`src/rtl/serial_link_credit_return_if.sv`:
```
// Credit-return signal bundle between the receive buffer / packetizer side and
// the receiver credit manager.
interface serial_link_credit_return_if #(
  parameter int NumCredits = 8,
  parameter int CreditW    = $clog2(NumCredits) + 1
);
  logic               rx_pkt_valid_i;
  logic               buf_pop_i;
  logic               tx_fire_i;
  logic [CreditW-1:0] tx_credits_o;
  logic               credit_req_o;
  logic [CreditW-1:0] credit_req_cnt_o;
  logic               credit_ack_i;
  logic [CreditW-1:0] occupancy_o;
  logic               overflow_o;
  logic               underflow_o;

  modport slave (
    input  rx_pkt_valid_i, buf_pop_i, tx_fire_i, credit_ack_i,
    output tx_credits_o, credit_req_o, credit_req_cnt_o,
           occupancy_o, overflow_o, underflow_o
  );

  modport master (
    output rx_pkt_valid_i, buf_pop_i, tx_fire_i, credit_ack_i,
    input  tx_credits_o, credit_req_o, credit_req_cnt_o,
           occupancy_o, overflow_o, underflow_o
  );
endinterface

```
`src/rtl/serial_link_credit_return.sv`:
```
// Receiver-side credit manager: tracks buffer occupancy, accumulates freed
// slots as credits and returns them by piggyback or a credit-only request.
module serial_link_credit_return #(
  parameter int NumCredits      = 8,
  parameter int ForceSendThresh = 4,
  parameter int TimeoutCycles   = 64,
  parameter int CreditW         = $clog2(NumCredits) + 1
) (
  input logic clk_i,
  input logic rst_i,
  serial_link_credit_return_if.slave link
);

  localparam logic [0:0] StIdle = 1'b0;
  localparam logic [0:0] StReq  = 1'b1;
  localparam int TimerW = (TimeoutCycles > 1) ? $clog2(TimeoutCycles) : 1;

  localparam logic [CreditW-1:0] Full     = CreditW'(NumCredits);
  localparam logic [CreditW-1:0] Thresh   = CreditW'(ForceSendThresh);
  localparam logic [TimerW-1:0]  TimerMax = TimerW'(TimeoutCycles - 1);

  logic [0:0]         state_q, state_d;
  logic [CreditW-1:0] occ_q, occ_d;
  logic [CreditW-1:0] pending_q, pending_d;
  logic [TimerW-1:0]  timer_q, timer_d;
  logic               ovf_q, ovf_d;
  logic               unf_q, unf_d;

  logic rx_only, pop_only, valid_pop, ret_evt;

  always_comb begin
    rx_only   = link.rx_pkt_valid_i & ~link.buf_pop_i;
    pop_only  = link.buf_pop_i & ~link.rx_pkt_valid_i;
    // A pop paired with an rx frees a real slot even at occupancy 0.
    valid_pop = link.buf_pop_i & (link.rx_pkt_valid_i | (occ_q != '0));
    ret_evt   = ((state_q == StIdle) & link.tx_fire_i) |
                ((state_q == StReq) & link.credit_ack_i);

    occ_d = occ_q;
    if (rx_only && occ_q != Full) occ_d = occ_q + 1'b1;
    else if (pop_only && occ_q != '0) occ_d = occ_q - 1'b1;

    ovf_d = ovf_q | (rx_only & (occ_q == Full));
    unf_d = unf_q | (pop_only & (occ_q == '0));

    pending_d = ret_evt ? CreditW'(valid_pop) : pending_q + CreditW'(valid_pop);

    state_d = state_q;
    if (state_q == StIdle) begin
      if (!link.tx_fire_i &&
          ((pending_q >= Thresh) || ((pending_q != '0) && (timer_q == TimerMax))))
        state_d = StReq;
    end else if (link.credit_ack_i) begin
      state_d = StIdle;
    end

    timer_d = '0;
    if (state_q == StIdle && pending_q != '0 && !ret_evt)
      timer_d = (timer_q == TimerMax) ? timer_q : timer_q + 1'b1;
  end

  always_ff @(posedge clk_i or posedge rst_i) begin
    if (rst_i) begin
      state_q   <= StIdle;
      occ_q     <= '0;
      pending_q <= '0;
      timer_q   <= '0;
      ovf_q     <= 1'b0;
      unf_q     <= 1'b0;
    end else begin
      state_q   <= state_d;
      occ_q     <= occ_d;
      pending_q <= pending_d;
      timer_q   <= timer_d;
      ovf_q     <= ovf_d;
      unf_q     <= unf_d;
    end
  end

  // Piggyback is suppressed in Req so the outstanding request count stays valid.
  assign link.tx_credits_o     = (state_q == StIdle) ? pending_q : '0;
  assign link.credit_req_o     = (state_q == StReq);
  assign link.credit_req_cnt_o = (state_q == StReq) ? pending_q : '0;
  assign link.occupancy_o      = occ_q;
  assign link.overflow_o       = ovf_q;
  assign link.underflow_o      = unf_q;

endmodule
```
`src/flat_wrapper.sv`:
```
// flat-port wrapper written by rule: the top's interface ports become plain ports
module serial_link_credit_return_flat 
#(
  parameter int NumCredits      = 8,
  parameter int ForceSendThresh = 4,
  parameter int TimeoutCycles   = 64,
  parameter int CreditW         = $clog2(NumCredits) + 1
)
  (clk_i, rst_i, link_rx_pkt_valid_i, link_buf_pop_i, link_tx_fire_i, link_credit_ack_i, link_tx_credits_o, link_credit_req_o, link_credit_req_cnt_o, link_occupancy_o, link_overflow_o, link_underflow_o);
  serial_link_credit_return_if #(.NumCredits(NumCredits), .CreditW(CreditW)) link_i ();
  input logic clk_i;
  input logic rst_i;
  input wire logic [$bits(link_i.rx_pkt_valid_i)-1:0] link_rx_pkt_valid_i;
  input wire logic [$bits(link_i.buf_pop_i)-1:0] link_buf_pop_i;
  input wire logic [$bits(link_i.tx_fire_i)-1:0] link_tx_fire_i;
  input wire logic [$bits(link_i.credit_ack_i)-1:0] link_credit_ack_i;
  output wire logic [$bits(link_i.tx_credits_o)-1:0] link_tx_credits_o;
  output wire logic [$bits(link_i.credit_req_o)-1:0] link_credit_req_o;
  output wire logic [$bits(link_i.credit_req_cnt_o)-1:0] link_credit_req_cnt_o;
  output wire logic [$bits(link_i.occupancy_o)-1:0] link_occupancy_o;
  output wire logic [$bits(link_i.overflow_o)-1:0] link_overflow_o;
  output wire logic [$bits(link_i.underflow_o)-1:0] link_underflow_o;
  assign link_i.rx_pkt_valid_i = link_rx_pkt_valid_i;
  assign link_i.buf_pop_i = link_buf_pop_i;
  assign link_i.tx_fire_i = link_tx_fire_i;
  assign link_i.credit_ack_i = link_credit_ack_i;
  assign link_tx_credits_o = link_i.tx_credits_o;
  assign link_credit_req_o = link_i.credit_req_o;
  assign link_credit_req_cnt_o = link_i.credit_req_cnt_o;
  assign link_occupancy_o = link_i.occupancy_o;
  assign link_overflow_o = link_i.overflow_o;
  assign link_underflow_o = link_i.underflow_o;
  serial_link_credit_return #(.NumCredits(NumCredits), .ForceSendThresh(ForceSendThresh), .TimeoutCycles(TimeoutCycles), .CreditW(CreditW)) u_core (.clk_i(clk_i), .rst_i(rst_i), .link(link_i));
endmodule
```
`config.mk`:
```
export PLATFORM = sky130hd
export DESIGN_NAME = serial_link_credit_return_flat
export DESIGN_NICKNAME = d
export VERILOG_FILES = /design/src/rtl/serial_link_credit_return_if.sv /design/src/rtl/serial_link_credit_return.sv /design/src/flat_wrapper.sv
export SDC_FILE = /design/constraint.sdc
export NUM_CORES = 1
export LEC_CHECK = 0
export CAP_MARGIN = 20
export CELL_PAD_IN_SITES_DETAIL_PLACEMENT = 1
export CELL_PAD_IN_SITES_GLOBAL_PLACEMENT = 2
export CORE_MARGIN = 3
export CORE_UTILIZATION = 31
export DETAILED_ROUTE_END_ITERATION = 7
export HOLD_SLACK_MARGIN = 0.15
export MAX_ROUTING_LAYER = met4
export PLACE_DENSITY = 0.88
export SYNTH_ARGS = -nofsm -noshare
export SYNTH_HDL_FRONTEND = slang
export SYNTH_SLANG_ARGS = --single-unit
```
`constraint.sdc`:
```
create_clock -name clk_i -period 2.4 [get_ports clk_i]
set_input_delay 0.6 -clock clk_i [delete_from_list [all_inputs] [get_ports clk_i]]
set_output_delay 0.6 -clock clk_i [all_outputs]
set_load 0.02 [all_outputs]
```
[After elaboration in Yosys (flattened, before gate mapping)]
Cells that the tools add are included.
Operators by class
  add/sub/neg operators: 4
  bitwise operators: 14
  muxes and demuxes: 10
  reductions and logical operators: 13
  magnitude comparators: 1
  equal/unequal tests: 4
Operators by type and width (count)
  $mux 4: 5
  $mux 6: 2
  $reduce_bool 4->1: 2
  $and 1x1->1: 7
  $add 6x1->6 const B: 1
  $eq 6x6->1 const B: 1
  $logic_and 1x1->1: 6
  $add 4x1->4: 1
  $add 4x1->4 const B: 1
  $eq 4x4->1 const B: 1
  $ge 4x3->1 const B: 1
  $logic_not 4->1: 1
  $ne 4x4->1 const B: 1
  $or 1x1->1: 4
  $sub 4x1->4 const B: 1
  $mux 1: 3
  $not 1->1: 3
  $logic_not 1->1: 2
  $ne 2x2->1 const B: 1
  $reduce_bool 2->1: 1
  $logic_or 1x1->1: 1
Word-level totals
  register bits after elaboration: 17
  word-level logic and storage cells: 52
  output and inout port bits: 15

[Depth between registers and ports, before layout]
  depth after elaboration: 6
  gate-level depth with buffers: 7

[Worst setup path before layout]
Ideal clock, no wire load.
  path type: register -> register
  from: reg u_core.occ_q[1] (netlist: u_core.link.occupancy_o[1])
  to: reg u_core.occ_q[3] (netlist: u_core.link.occupancy_o[3])
  buffers on the path: 0
  setup slack: 434 ps
  arrival time: 1828 ps
  data required time: 2262 ps
  stages on the path, launching flop included: 8
  library setup time: 138 ps
  clock period less this slack: 1966 ps
  cell sequence: dfrtp_1 nor3_4 nand2_1 nand2_1 ha_1 a21o_1 a21oi_1 mux4_2
Between the ends
  word-level cells in the longest chain between the ends: 3
  elaborated cells between the ends (all ways): 9
  classes of those cells: add/sub (2); eq/ne (1); mux (2); reduce/logical (4)
Ends and longest elaborated chain
  from (decl): RTL line serial_link_credit_return.sv:23  | logic [CreditW-1:0] occ_q, occ_d;
  from (signal assigned): RTL line serial_link_credit_return.sv:65  | occ_q <= '0;
  from (signal assigned): RTL line serial_link_credit_return.sv:72  | occ_q <= occ_d;
  $sub 4x1->4, or another cell as far along: RTL line serial_link_credit_return.sv:41  | else if (pop_only && occ_q != '0) occ_d = occ_q - 1'b1;
  $mux 4, or another cell as far along: RTL line serial_link_credit_return.sv:41
  $mux 4 / $reduce_bool 2->1 (equally long branches)
Parallel ways exist; a longest one is shown, timed or not. The select of a mux whose other input is x is not followed.
A chain may end at the register's enable or synchronous reset.

[Worst setup path in the final report]
  from: reg u_core.state_q (netlist: u_core.link.credit_req_o)
  to: out link_credit_req_cnt_o[0]
Between the ends
  word-level cells in the longest chain between the ends: 1
Ends and longest elaborated chain
  from (decl): RTL line serial_link_credit_return.sv:22  | logic [0:0] state_q, state_d;
  from (signal assigned): RTL line serial_link_credit_return.sv:64  | state_q <= StIdle;
  from (signal assigned): RTL line serial_link_credit_return.sv:71  | state_q <= state_d;
  $mux 4: RTL line serial_link_credit_return.sv:83  | assign link.credit_req_cnt_o = (state_q == StReq) ? pending_q : '0;
  to (decl): RTL line flat_wrapper.sv:19  | output wire logic [$bits(link_i.credit_req_cnt_o)-1:0] link_credit_req_cnt_o;
No other way between the ends.

==> impl_metrics.json <==
{
  "run_status": "finished clean",
  "netlist_instances": 91,
  "antenna_cells": 0,
  "timing.final.crit_period_ns": 2.26,
  "ys_types": 32,
  "ir_drop_mv": 0.493,
  "drc": 0,
  "rsz0062_at_grt": "no",
  "place_congestion": 0.850,
  "syn-cell-area_um2": 986,
  "h-tree-depth": 1,
  "ys.flop_type": "dfrtp_1",
  "die-area_um2": 3890,
  "clock_sinks": 17,
  "syn_to_final_growth_pct": 30.2,
  "finalSetupViolCount": 0,
  "crit_type": "reg -> out",
  "path_cells": "and2_1, clkdlybuf4s50_1",
  "avgSynthCellArea_um2": 10.8,
  "grt_max_degree": 18,
  "synth_seq_cells": 17,
  "row_count": 19,
  "relSlewSlack": 0.551,
  "cts_resized": 0,
  "ctsHoldBuffers": 0,
  "arrival_ns": 1.66,
  "grt-ovfl-total": 0,
  "core_area_um2": 2900,
  "crit_required_ns": 1.80,
  "seq_area_frac_synth": 0.431,
  "synth_edf_count": 0,
  "yosysWarnings": 0,
  "drive_gt1_frac": 0.137,
  "max_freq_mhz": 443,
  "crit_slowest_cell": "clkdlybuf4s50_1",
  "max_slew.worst_pin.slew_ns": 0.673,
  "antenna_left": 0,
  "hold_violations": 0,
  "hpwlAfterDp_um": 1770,
  "vias_per_cell": 5.01,
  "leakage_nw": 0.534,
  "drt-total-wl_um": 2310,
  "synth_common_cells": "dfrtp_1, nor2_1, a21oi_1, ha_1, nand2_1",
  "grt_usage": 0.138,
  "detail_route.first_pass.iterations": 4,
  "cp_max_fo": 12,
  "synthArstFlopShare": 1.00,
  "cts_tree": "yes",
  "fin_skew_ns": 0.00116,
  "port_buffers": 20,
  "cpPeakStageDelay_ns": 0.61,
  "p_total_mw": 1.20,
  "synthDominantCellAreaShare": 0.431,
  "fill_cells": 351,
  "drt-wirelength-per-cell_um": 14.5,
  "synth_nets": 103,
  "drv_slew": 0,
  "cts_buffer_depth": 2,
  "die_w_um": 62.4,
  "antenna_found_initial": 0,
  "worst_skew_pair.late_latency_ns": 0.30,
  "start_util": 0.340,
  "vias": 797,
  "end_kind": "output port",
  "post_cts_buffers": 0,
  "startpoint_type": "flip-flop",
  "drv_cap": 0,
  "synthTopCellsByArea": "dfrtp_1, ha_1, mux2_2, xor2_1, o41ai_4",
  "die_h_um": 62.4,
  "drt_iter0_drc": 26,
  "cts.clk_slew.worst_paths_ns": 0.10,
  "fin_area_um2": 1280,
  "critPathTopFamily": "buffers and inverters",
  "p_per_area_nw_per_um2": 935,
  "path_buf_inv": 1,
  "root_buffer": "clkbuf_4",
  "period_share": 0.941,
  "hold_class": "reg -> reg",
  "place_area_um2": 1260,
  "ios": 21,
  "layout.nets": 130,
  "cts_buffers": 3,
  "synthMostInstantiatedCell": "dfrtp_1",
  "grt_pass1_vias": 865,
  "grt_pass1_wl_um": 4100,
  "synth_area_leader_cell": "dfrtp_1"
}
## cell usage in the layout, fill, tap and decap left out, drive strengths merged, types with 4 or more instances in the layout
cell type	count
ha	5
nor2	7
nand3	4
mux2	4
clkbuf	4
and2	4
clkdlybuf4s50	20
nand2	5
inv	4
a21oi	6
xor2	4
nor2b	4
dfrtp	17
## through the flow
| stage | hold WS [ns] | setup slack (ns) | util | setup TNS (ns) | cells |
|---|---|---|---|---|---|
| floorplan | 0.526 | 0.434 | - | 0 | 91 |
| CTS | 0.491 | 0.105 | 0.443 | 0 | 159 |
| global route | 0.521 | 0.0362 | 0.443 | 0 | 159 |
| detailed placement | 0.461 | -0.0227 | 0.434 | -0.0227 | 155 |
| finish | 0.484 | 0.142 | 0.443 | 0 | 159 |
| global placement | 0.458 | 0.0444 | 0.434 | 0 | 155 |
## worst register-to-register path: stages (launching register included)
cell and delay [ns]:
dfrtp_1 0.48, nor3_4 0.35, nand2_1 0.09, nand2_1 0.14, ha_1 0.25, a21o_1 0.18
a21oi_1 0.16, mux4_2 0.30
## per-layer routing
metal	wire, um	vias to the layer above	share of wire	global-route usage
met1	1060	401	0.46	0.163
met5	0	-	0	-
met4	36	0	0.016	0.0468
met3	100	4	0.043	0.0504
met2	1110	17	0.48	0.218
li1	-	375	-	-
## kinds of logic (layout without fill, tap and decap cells)
kind of cell	Yosys count	in the layout	synth area share
AO/OA/AOI/OAI	17	17	0.136
XOR/XNOR	7	7	0.0622
adder cells (fa/ha/maj)	6	6	0.0838
buffers and inverters	5	31	0.0190
flip-flops	17	17	0.431
multiplexers	5	5	0.0685
AND/OR/NAND/NOR	34	34	0.199
## worst paths after layout
kind	startpoint	to	slack, ns	cells past startpoint
setup / recovery	u_core.link.credit_req_o	link_credit_req_cnt_o[0]	0.14	2
hold / removal	u_core.link.underflow_o	u_core.link.underflow_o	0.48	1
setup reg to reg	u_core.link.occupancy_o[1]	u_core.link.occupancy_o[3]	0.33	7
hold reg to reg	u_core.link.underflow_o	u_core.link.underflow_o	0.48	1
max in group asynchronous	rst_i	u_core.link.overflow_o	1.28	2
min in group asynchronous	rst_i	u_core.link.occupancy_o[1]	0.69	2
## power breakdown
part           switching [mW]  internal (mW)  total (mW)
registers               0.125          0.364       0.488
logic                   0.255          0.297       0.552
clock network          0.0958         0.0648       0.161
total                   0.475          0.726        1.20
## registers in the layout, summed over array words and instances (netlist names)
name and cells:
u_core.link.credit_req_o 1, u_core.link.occupancy_o 4, u_core.link.overflow_o 1, u_core.link.underflow_o 1, u_core.pending_q 4, u_core.timer_q 6
## area by class of cell
type                    count  area, um^2  area share
clock buffers               4        26.3      0.0205
multi-input cells          69         542       0.422
flip-flops and latches     17         425       0.331
repair buffers             23         223       0.173
inverters                   4        15.0      0.0117
well taps                  42        52.6      0.0409
(Power assumes the default switching activity.)
